### config.mk
export PLATFORM = sky130hd
export DESIGN_NAME = if_stage
export DESIGN_NICKNAME = d
export VERILOG_FILES = /design/src/rtl/riscv_pkg.sv /design/src/rtl/fetch_buffer.sv /design/src/rtl/if_stage_chk.sv /design/src/rtl/if_stage.sv
export SDC_FILE = /design/constraint.sdc
export NUM_CORES = 1
export LEC_CHECK = 0
export CORE_ASPECT_RATIO = 1.4
export CORE_MARGIN = 2
export CORE_UTILIZATION = 55
export DETAILED_ROUTE_END_ITERATION = 8
export GPL_ROUTABILITY_DRIVEN = 0
export GPL_TIMING_DRIVEN = 0
export MAX_ROUTING_LAYER = met4
export PLACE_DENSITY_LB_ADDON = 0.15
export SLEW_MARGIN = 20
export SYNTH_ARGS = -nofsm -noshare
export SYNTH_HDL_FRONTEND = slang
export SYNTH_SLANG_ARGS = --single-unit
### constraint.sdc
create_clock -name clk -period 9.8 [get_ports clk]
set_input_delay 2.94 -clock clk [delete_from_list [all_inputs] [get_ports clk]]
set_output_delay 2.94 -clock clk [all_outputs]
set_load 0.005 [all_outputs]
### src/rtl/riscv_pkg.sv
// -----------------------------------------------------------------------------
// riscv_pkg
// Shared constants and types for the fetch front end.
//   XLEN          : architectural register / address width
//   NOP_INSTR     : canonical NOP (addi x0,x0,0) used for pipeline bubbles
//   RESET_PC_DEF  : default first fetch address after reset
//   if_id_t       : contents of the IF/ID pipeline register
//   word_align()  : clears the two low address bits (fetch is 32-bit only)
// -----------------------------------------------------------------------------
package riscv_pkg;

   localparam int XLEN = 32;

   localparam logic [XLEN-1:0] NOP_INSTR    = 32'h0000_0013;
   localparam logic [XLEN-1:0] RESET_PC_DEF = 32'h0000_0000;

   typedef struct packed {
      logic            valid;
      logic [XLEN-1:0] pc;
      logic [XLEN-1:0] instr;
   } if_id_t;

   // Masking (rather than slicing) keeps every input bit in use.
   function automatic logic [XLEN-1:0] word_align(input logic [XLEN-1:0] a);
      return a & 32'hFFFF_FFFC;
   endfunction

endpackage

### src/rtl/fetch_buffer.sv
// -----------------------------------------------------------------------------
// fetch_buffer
// Circular buffer tracking fetches from request to decode.
//   alloc pointer : advances on request handshake, records the request PC
//   fill pointer  : advances on each accepted response, records the instruction
//   head pointer  : advances when the head entry is popped into IF/ID
// An entry is "filled" when the fill pointer has moved past it. On flush every
// entry is freed and responses still owed by memory are counted in drop_cnt so
// they are discarded when they arrive.
// Ports:
//   clk, rst_n            clock / async active-low reset
//   i_alloc, i_alloc_pc   allocate an entry for an accepted request
//   i_fill, i_fill_instr  memory response
//   i_pop                 consume head entry
//   i_flush               free all entries (redirect)
//   o_head_filled         head entry holds a returned instruction
//   o_head_pc/o_head_instr contents of head entry
//   o_count               allocated entries (alloc - head)
//   o_spurious            response arrived with nothing to fill or drop
// -----------------------------------------------------------------------------
module fetch_buffer
   import riscv_pkg::*;
#(
   parameter int DEPTH  = 4,
   parameter int DROP_W = 8
) (
   input  logic                     clk,
   input  logic                     rst_n,
   input  logic                     i_alloc,
   input  logic [XLEN-1:0]          i_alloc_pc,
   input  logic                     i_fill,
   input  logic [XLEN-1:0]          i_fill_instr,
   input  logic                     i_pop,
   input  logic                     i_flush,
   output logic                     o_head_filled,
   output logic [XLEN-1:0]          o_head_pc,
   output logic [XLEN-1:0]          o_head_instr,
   output logic [$clog2(DEPTH):0]   o_count,
   output logic                     o_spurious
);

   localparam int PW = $clog2(DEPTH);

   // Pointers carry one extra wrap bit so full and empty are distinguishable.
   logic [PW:0]       r_alloc_ptr;
   logic [PW:0]       r_fill_ptr;
   logic [PW:0]       r_head_ptr;
   logic [DROP_W-1:0] r_drop_cnt;
   logic [XLEN-1:0]   r_pc_mem    [DEPTH];
   logic [XLEN-1:0]   r_instr_mem [DEPTH];

   logic [PW:0]       w_unfilled;
   logic              w_drop_now;
   logic              w_fill_now;
   logic [DROP_W-1:0] w_drop_next;

   assign w_unfilled    = r_alloc_ptr - r_fill_ptr;
   // Pending drops are older than any live entry, so they are consumed first.
   assign w_drop_now    = i_fill && (r_drop_cnt != '0);
   assign w_fill_now    = i_fill && !w_drop_now && (w_unfilled != '0);
   assign o_spurious    = i_fill && !w_drop_now && (w_unfilled == '0);
   // Reads registered pointers only: a fill in this cycle is visible next cycle.
   assign o_head_filled = (r_fill_ptr != r_head_ptr);
   assign o_head_pc     = r_pc_mem[r_head_ptr[PW-1:0]];
   assign o_head_instr  = r_instr_mem[r_head_ptr[PW-1:0]];
   assign o_count       = r_alloc_ptr - r_head_ptr;

   // Next drop count: on flush every response still owed (old drops, unfilled
   // entries, a request accepted this cycle) minus the one arriving now.
   always_comb begin
      w_drop_next = r_drop_cnt;
      if (i_flush) begin
         w_drop_next = r_drop_cnt
                     - DROP_W'(w_drop_now)
                     + DROP_W'(w_unfilled)
                     - DROP_W'(w_fill_now)
                     + DROP_W'(i_alloc);
      end else begin
         w_drop_next = r_drop_cnt - DROP_W'(w_drop_now);
      end
   end

   // Pointer and drop-counter registers.
   always_ff @(posedge clk or negedge rst_n) begin
      if (!rst_n) begin
         r_alloc_ptr <= '0;
         r_fill_ptr  <= '0;
         r_head_ptr  <= '0;
         r_drop_cnt  <= '0;
      end else if (i_flush) begin
         r_alloc_ptr <= '0;
         r_fill_ptr  <= '0;
         r_head_ptr  <= '0;
         r_drop_cnt  <= w_drop_next;
      end else begin
         r_alloc_ptr <= r_alloc_ptr + {{PW{1'b0}}, i_alloc};
         r_fill_ptr  <= r_fill_ptr  + {{PW{1'b0}}, w_fill_now};
         r_head_ptr  <= r_head_ptr  + {{PW{1'b0}}, i_pop};
         r_drop_cnt  <= w_drop_next;
      end
   end

   // Entry storage; validity is tracked by the pointers, so no reset needed.
   always_ff @(posedge clk) begin
      if (i_alloc) begin
         r_pc_mem[r_alloc_ptr[PW-1:0]] <= i_alloc_pc;
      end
      if (w_fill_now) begin
         r_instr_mem[r_fill_ptr[PW-1:0]] <= i_fill_instr;
      end
   end

endmodule

### src/rtl/if_stage_chk.sv
// -----------------------------------------------------------------------------
// if_stage_chk
// Run-time checks for the fetch stage.
//   clk, rst_n    clock / async active-low reset
//   i_spurious    memory response with no entry to fill and nothing to drop
// -----------------------------------------------------------------------------
module if_stage_chk (
   input logic clk,
   input logic rst_n,
   input logic i_spurious
);

   a_no_spurious_rsp: assert property (@(posedge clk) disable iff (!rst_n) !i_spurious);

endmodule

### src/rtl/if_stage.sv
// -----------------------------------------------------------------------------
// if_stage
// Instruction-fetch stage: owns the PC, issues in-order requests to instruction
// memory, buffers responses in fetch_buffer and drives the IF/ID register.
// Ports:
//   clk, rst_n                         clock / async active-low reset
//   imem_req_valid/ready/addr          fetch request channel (addr = pc)
//   imem_rsp_valid/data                in-order responses, latency >= 1
//   redirect, redirect_pc              taken branch/jump from EX (flush)
//   stall                              hold IF/ID (load-use hazard)
//   id_valid, id_pc, id_instr          IF/ID register to decode
// -----------------------------------------------------------------------------
module if_stage
   import riscv_pkg::*;
#(
   parameter logic [31:0] RESET_PC  = RESET_PC_DEF,
   parameter int          BUF_DEPTH = 4
) (
   input  logic            clk,
   input  logic            rst_n,
   output logic            imem_req_valid,
   input  logic            imem_req_ready,
   output logic [XLEN-1:0] imem_req_addr,
   input  logic            imem_rsp_valid,
   input  logic [XLEN-1:0] imem_rsp_data,
   input  logic            redirect,
   input  logic [XLEN-1:0] redirect_pc,
   input  logic            stall,
   output logic            id_valid,
   output logic [XLEN-1:0] id_pc,
   output logic [XLEN-1:0] id_instr
);

   localparam int          PW      = $clog2(BUF_DEPTH);
   localparam logic [PW:0] DEPTH_L = (PW+1)'(BUF_DEPTH);

   logic [XLEN-1:0] r_pc;
   logic            r_run;
   if_id_t          r_if_id;
   if_id_t          w_if_id_next;

   logic            w_head_filled;
   logic [XLEN-1:0] w_head_pc;
   logic [XLEN-1:0] w_head_instr;
   logic [PW:0]     w_count;
   logic [PW:0]     w_count_after_pop;
   logic            w_pop;
   logic            w_hs;
   logic            w_spurious;

   assign w_pop             = !redirect && !stall && w_head_filled;
   // The slot freed by this cycle's pop may be reused by this cycle's request,
   // which is what sustains one fetch per cycle.
   assign w_count_after_pop = w_count - {{PW{1'b0}}, w_pop};
   // r_run keeps the request low while reset is held and for the first cycle.
   assign imem_req_valid    = r_run && !redirect && (w_count_after_pop < DEPTH_L);
   assign imem_req_addr     = r_pc;
   assign w_hs              = imem_req_valid && imem_req_ready;

   assign id_valid = r_if_id.valid;
   assign id_pc    = r_if_id.pc;
   assign id_instr = r_if_id.instr;

   fetch_buffer #(
      .DEPTH  (BUF_DEPTH),
      .DROP_W (8)
   ) u_fetch_buffer (
      .clk           (clk),
      .rst_n         (rst_n),
      .i_alloc       (w_hs),
      .i_alloc_pc    (r_pc),
      .i_fill        (imem_rsp_valid),
      .i_fill_instr  (imem_rsp_data),
      .i_pop         (w_pop),
      .i_flush       (redirect),
      .o_head_filled (w_head_filled),
      .o_head_pc     (w_head_pc),
      .o_head_instr  (w_head_instr),
      .o_count       (w_count),
      .o_spurious    (w_spurious)
   );

   if_stage_chk u_chk (
      .clk        (clk),
      .rst_n      (rst_n),
      .i_spurious (w_spurious)
   );

   // Run flag: requests start the cycle after reset is released.
   always_ff @(posedge clk or negedge rst_n) begin
      if (!rst_n) begin
         r_run <= 1'b0;
      end else begin
         r_run <= 1'b1;
      end
   end

   // PC register: redirect wins, otherwise advance on handshake.
   always_ff @(posedge clk or negedge rst_n) begin
      if (!rst_n) begin
         r_pc <= RESET_PC;
      end else if (redirect) begin
         r_pc <= word_align(redirect_pc);
      end else if (w_hs) begin
         r_pc <= r_pc + 32'd4;
      end else begin
         r_pc <= r_pc;
      end
   end

   // IF/ID next state: redirect > stall > load head > bubble.
   always_comb begin
      w_if_id_next = r_if_id;
      if (redirect) begin
         w_if_id_next.valid = 1'b0;
         w_if_id_next.instr = NOP_INSTR;
      end else if (stall) begin
         w_if_id_next = r_if_id;
      end else if (w_head_filled) begin
         w_if_id_next.valid = 1'b1;
         w_if_id_next.pc    = w_head_pc;
         w_if_id_next.instr = w_head_instr;
      end else begin
         w_if_id_next.valid = 1'b0;
         w_if_id_next.instr = NOP_INSTR;
      end
   end

   // IF/ID register.
   always_ff @(posedge clk or negedge rst_n) begin
      if (!rst_n) begin
         r_if_id <= '{valid: 1'b0, pc: 32'h0000_0000, instr: NOP_INSTR};
      end else begin
         r_if_id <= w_if_id_next;
      end
   end

endmodule
==> Word level (Yosys, flattened, before mapping) <==
Memory sizes are Yosys's and may differ from the RTL's.
Index checks and enable logic that the tools add are counted.
{ "word_totals": {"register_bits": 115, "ramBits": 256, "latch_bits": 0, "rom_bits": 0, "out_inout_bits": 98, "n_memories": 2, "input_bits": 70, "elab_cells": 58} }
{ "mem_list": {"columns": ["memory", "words", "width", "rd", "rd_ports_with_merged_regs", "wr", "line", "rtl"], "rows": [
  ["u_fetch_buffer.r_instr_mem", 4, 32, 1, 0, 1, "fetch_buffer.sv:50", "logic [XLEN-1:0] r_instr_mem [DEPTH];"],
  ["u_fetch_buffer.r_pc_mem", 4, 32, 1, 0, 1, "fetch_buffer.sv:49", "logic [XLEN-1:0] r_pc_mem [DEPTH];"]
]} }
{ "op_classes": {"multipliers": 0, "n_div": 0, "n_addsub": 11, "bitwise": 2, "shift": 0, "n_mux": 16, "reduce_logical": 15, "n_eq_ne": 2, "n_lt_le_gt_ge": 1} }
{ "ops": {"columns": ["operator", "count"], "rows": [
  ["32-bit two-way mux", 5],
  ["65-bit two-way mux", 1],
  ["32-bit by 3-bit adder with 32-bit output, second input constant", 1],
  ["8-bit by 1-bit subtractor with 8-bit output", 2],
  ["3-bit by 1-bit adder with 3-bit output", 3],
  ["3-bit two-way mux", 3],
  ["8-bit by 1-bit adder with 8-bit output", 1],
  ["8-bit by 3-bit adder with 8-bit output", 1],
  ["1-bit logical AND", 8],
  ["8-bit two-way mux", 1],
  ["8-bit nonzero test", 1],
  ["1-bit two-way mux", 6],
  ["3-bit subtractor", 2],
  ["1-bit logical NOT", 3],
  ["3-bit < comparator, second input constant", 1],
  ["3-bit inequality test", 1],
  ["3-bit AND reduction", 1],
  ["3-bit nonzero test", 1],
  ["3-bit by 1-bit subtractor with 3-bit output", 1],
  ["2-bit inequality test, second input constant", 1],
  ["1-bit NOT", 2],
  ["2-bit nonzero test", 1]
]} }

==> Longest topological paths before layout <==
{ "depth": {"word_depth": 9, "mapped_depth": 20, "mapped_depth_nobuf": 17} }

==> Hierarchy <==
A second synthesis with hierarchy kept.
{ "unflattened": {"hier_cells": 924, "area_unflattened_um2": 14944.3} }
{ "by_module_without_submodules": {"columns": ["mod", "n_inst", "seq_area_each_um2", "cells_each", "area_per_inst_um2"], "rows": [
  ["fetch_buffer", 1, 8112.8, 486, 10714.0],
  ["if_stage", 1, 2406.1, 438, 4230.3]
]} }

==> Worst setup path after synthesis <==
OpenSTA, ideal clock, no wires.
{ "synth_path": {"kind": "input port to flip-flop", "start": "input port redirect", "end": "memory u_fetch_buffer.r_pc_mem[0][10] (enable)", "setup_slack_ps": 1413, "stages": 10, "arrival_ps": 7894, "n_path_buf": 2, "required_time_ps": 9307, "setup_ps": 493, "cell_sequence": "a311o_1 > clkbuf_1 > buf_1 > ha_1 > a21o_1 > ha_1 > a21oi_1 > xnor2_2 > nand3_1 > nor4_1"} }
{ "synth_between": {"elab_chain_cells": 9, "elab_cells_between_ends": 10, "cone_classes": "add/sub (1); order compare (1); mux (2); reduce/logical (6)"} }
{ "synth_lines": {"columns": ["item", "line", "rtl"], "rows": [
  ["from (decl)", "if_stage.sv:26", "input logic redirect,"],
  ["1-bit logical NOT *", "if_stage.sv:51, if_stage.sv:56", null],
  ["1-bit logical AND (2 in a row)", "if_stage.sv:51", "assign w_pop = !redirect && !stall && w_head_filled;"],
  ["3-bit by 1-bit subtractor with 3-bit output", "if_stage.sv:54", "assign w_count_after_pop = w_count - {{PW{1'b0}}, w_pop};"],
  ["3-bit < comparator", "if_stage.sv:56", "assign imem_req_valid = r_run && !redirect && (w_count_after_pop < DEPTH_L);"],
  ["1-bit logical AND *", "if_stage.sv:56", null],
  ["1-bit logical AND *", "if_stage.sv:58", "assign w_hs = imem_req_valid && imem_req_ready;"],
  ["1-bit two-way mux *", "fetch_buffer.sv:105", "if (i_alloc) begin"],
  ["1-bit two-way mux (implied by the code) *", "fetch_buffer.sv:106", "r_pc_mem[r_alloc_ptr[PW-1:0]] <= i_alloc_pc;"],
  ["to (decl)", "fetch_buffer.sv:49", null]
]} }
Mark *: on every way between the ends. The rest lies on a longest branch, timed or not.

==> Worst setup path after layout <==
{ "layout_path": {"start": "input port redirect", "end": "output port imem_req_valid"} }
{ "layout_between": {"elab_chain_cells": 6, "elab_cells_between_ends": 7, "cone_classes": "add/sub (1); order compare (1); reduce/logical (5)"} }
{ "layout_lines": {"columns": ["item", "line", "rtl"], "rows": [
  ["1-bit logical NOT *", "if_stage.sv:51, if_stage.sv:56", null],
  ["1-bit logical AND (2 in a row)", "if_stage.sv:51", null],
  ["3-bit by 1-bit subtractor with 3-bit output", "if_stage.sv:54", null],
  ["3-bit < comparator", "if_stage.sv:56", null],
  ["1-bit logical AND *", "if_stage.sv:56", null],
  ["to (decl)", "if_stage.sv:21", "output logic imem_req_valid,"]
]} }
Marked as above.

==> reports/metrics.csv <==
metric,value,unit
synth_area,0.01457,mm²
clock_sinks,359,
dieArea,0.02783,mm²
pre_cts_slack,-0.1179,ns
rr_worst_depth,19,
wl_per_cell,20.80,µm
diodes,0,
period_share,97.88,%
yosysSeqAreaShare,70.21,%
worst_pin_slew,0.9126,ns
intPower,2.729,mW
leakage,6.629,nW
fmax,104.3,MHz
whs,0.4721,ns
placed_area,0.01688,mm²
ant_nets,0,
seq_power_share,49.0,%
grt_max_degree,63,
finalInstanceArea,0.01804,mm²
powerDensity,197.3,mW/mm²
numCtsBuffers,35,
drc,0,
r2r_slack,4.35,ns
synth_top_family_by_area,multiplexers,
whs_path_depth,2,
multi_input_area,0.004064,mm²
clkTransAtPathRegs,0.06,ns
final_nets,1224,
port_buffers,161,
ys_types,62,
overflow,0,
critPathMaxFanout,10,
drt_first_pass_iters,4,
tritoncts,done,
p_sw,0.8309,mW
grt_antenna_before_repair,0,
fp.dieH,196.6,µm
setup_ws,0.2078,ns
track_usage,23.27,%
start_kind,input pin,
rows,70,
tns,0,ns
arrival,6.65,ns
synth_edf_count,248,
utilization,69.11,%
end_kind,output pin,
synth-simple-area-share,8.777,%
ff_latch_area,0.01023,mm²
setup_viol,0,
swShare,23.34,%
routed_wl,30.78,mm
syn_inst,906,
cts_max_level,2,
critPathKind,input pin to output pin,
final.min_clock_period,9.592,ns
combPwrFrac,13.3,%
avgViaCountPerCell,5.731,
fill_cells,1810,
pwr-share-clk,37.7,%
synthArstFlopShare,30.92,%
finClkSkew,0.009598,ns
synthXorXnorAreaFrac,1.735,%
ys_seq_elements,359,
finalHoldViolCount,0,
die_w,141.6,µm
grt_first_pass_wirelength,48.18,mm
grt_pass1_vias,8655,
relSlewSlack,39.16,%
maxCapViolations,0,
hold_path.class,flip-flop to flip-flop,
drv_slew,0,
drt_iter0_drc,532,
layout.cells.non_filler,1480,
num_io_pins,168,
dp_cells,1418,
vias,8482,
synth_compound_area_share,4.689,%
areaGrowthSynthToFinish,23.82,%
vdd_ir_drop_max,164.4,µV
clock_path_buffers,3,
rsz0062_at_grt,false,
cts-root-buf,clkbuf_16,
power,3.560,mW
status,"finished, final reports clean",
hpwl,21.35,mm
postSynthAreaPerCell,16.08,µm²
ys.flop_type,edfxtp_1,
start_util,55.82,%
synthMuxAreaShare,10.15,%
drive_gt1_share,15.48,%
clock_latency,0.50,ns
required,6.86,ns
core-area,0.02610,mm²
synth_fa_ha_area_share,2.216,%
ys_warn_count,0,
[state kept, by name (all words and copies together) (netlist names)]
| signal | count |
|---|---|
| u_fetch_buffer.r_fill_ptr | 3 |
| id_pc | 30 |
| u_fetch_buffer.r_head_ptr | 3 |
| u_fetch_buffer.r_pc_mem | 120 |
| id_valid | 1 |
| imem_req_addr | 30 |
| r_run | 1 |
| u_fetch_buffer.r_alloc_ptr | 3 |
| id_instr | 32 |
| u_fetch_buffer.r_drop_cnt | 8 |
| u_fetch_buffer.r_instr_mem | 128 |
[cell usage in the layout, fill, tap and decap left out, types with 5 or more instances in the layout]
master,n
nor3_1,8
buf_2,17
or4_1,7
nor2_1,21
and4_1,5
inv_1,25
conb_1,5
nand3_1,17
clkdlybuf4s50_1,160
mux2i_1,6
buf_6,5
clkinv_2,6
dfrtp_1,108
edfxtp_1,248
buf_4,13
o21ai_0,17
mux4_2,62
xnor2_1,12
clkbuf_1,32
and3_1,6
clkbuf_16,37
buf_1,7
or3_1,10
xor2_1,15
o31a_1,5
nand4_1,15
nor2b_1,16
a31oi_1,9
ha_1,21
nand2_1,118
a21oi_1,6
nor4_1,5
a22o_1,29
a22oi_1,5
[cell type report]
class | instances | share of cell area, %
flip-flops and latches | 359 | 56.70
multi-input cells | 475 | 22.53
repair buffers | 185 | 10.34
clock buffers | 49 | 5.604
well taps | 324 | 2.247
plain buffers | 46 | 1.151
clock inverters | 14 | 0.8462
inverters | 28 | 0.5826
[power groups by stage]
stage / Sequential (mW) / Combinational [mW] / Clock (mW)
2_1_floorplan: 1.76 / 0.306 / 0
3_3_place_gp: 1.77 / 0.457 / 0
5_1_grt: 1.75 / 0.524 / 1.43
4_1_cts: 1.74 / 0.474 / 1.37
3_5_place_dp: 1.77 / 0.469 / 0
6_report: 1.74 / 0.473 / 1.34
[what timing repair did]
item / 4_1_cts / 5_1_grt
setup endpoints to repair: 1 / 0
hold buffers: 0 / 0
buffers inserted: 0 / 0
resized for setup: 1 / 0
[critical path, stage by stage]
cell             delay, ns
clkdlybuf4s50_1       0.56
a311o_2               0.55
buf_1                 0.29
ha_1                  0.36
a21o_1                0.18
ha_1                  0.27
a21oi_1               0.26
xnor2_2               0.24
buf_2                 0.31
and3_1                0.19
clkdlybuf4s50_1       0.50
[final timing paths]
kind                                               from                           end
setup / recovery                               redirect                imem_req_valid
hold / removal                                id_pc[28]                     id_pc[28]
setup reg to reg           u_fetch_buffer.r_head_ptr[0]  u_fetch_buffer.r_drop_cnt[6]
hold reg to reg                               id_pc[28]                     id_pc[28]
max in group asynchronous                         rst_n             imem_req_addr[25]
min in group asynchronous                         rst_n                   id_instr[6]
[synth_stat cells, types with 9 or more instances]
cell | instances | area share [%]
nand3_1 | 17 | 0.58
nand2_1 | 118 | 3.0
clkbuf_1 | 25 | 0.64
nand4_1 | 15 | 0.64
ha_1 | 21 | 1.8
dfrtp_1 | 108 | 19
nor3_1 | 10 | 0.34
and3_1 | 10 | 0.43
edfxtp_1 | 248 | 51
mux4_2 | 62 | 9.6
o21ai_0 | 17 | 0.58
nor2_1 | 21 | 0.54
a22o_1 | 29 | 1.7
or3_1 | 10 | 0.43
xnor2_1 | 12 | 0.72
nor2b_1 | 16 | 0.69
inv_1 | 25 | 0.64
buf_2 | 10 | 0.34
a31oi_1 | 9 | 0.39
xor2_1 | 15 | 0.90
[logic make-up after synthesis]
family | after synthesis
XOR/XNOR | 28
AND/OR/NAND/NOR | 255
AO/OA/AOI/OAI | 93
buffers and inverters | 75
multiplexers | 70
flip-flops | 359
adder cells (fa/ha/maj) | 24
other | 2
[routing by layer]
metal | global-route usage [%] | up-vias | wire [µm]
li1 | - | 3919 | -
met5 | - | - | 0
met2 | 41.57 | 220 | 16570
met3 | 3.401 | 34 | 1385
met1 | 28.22 | 4309 | 12300
met4 | 5.296 | 0 | 525
(Power assumes the default switching activity.)
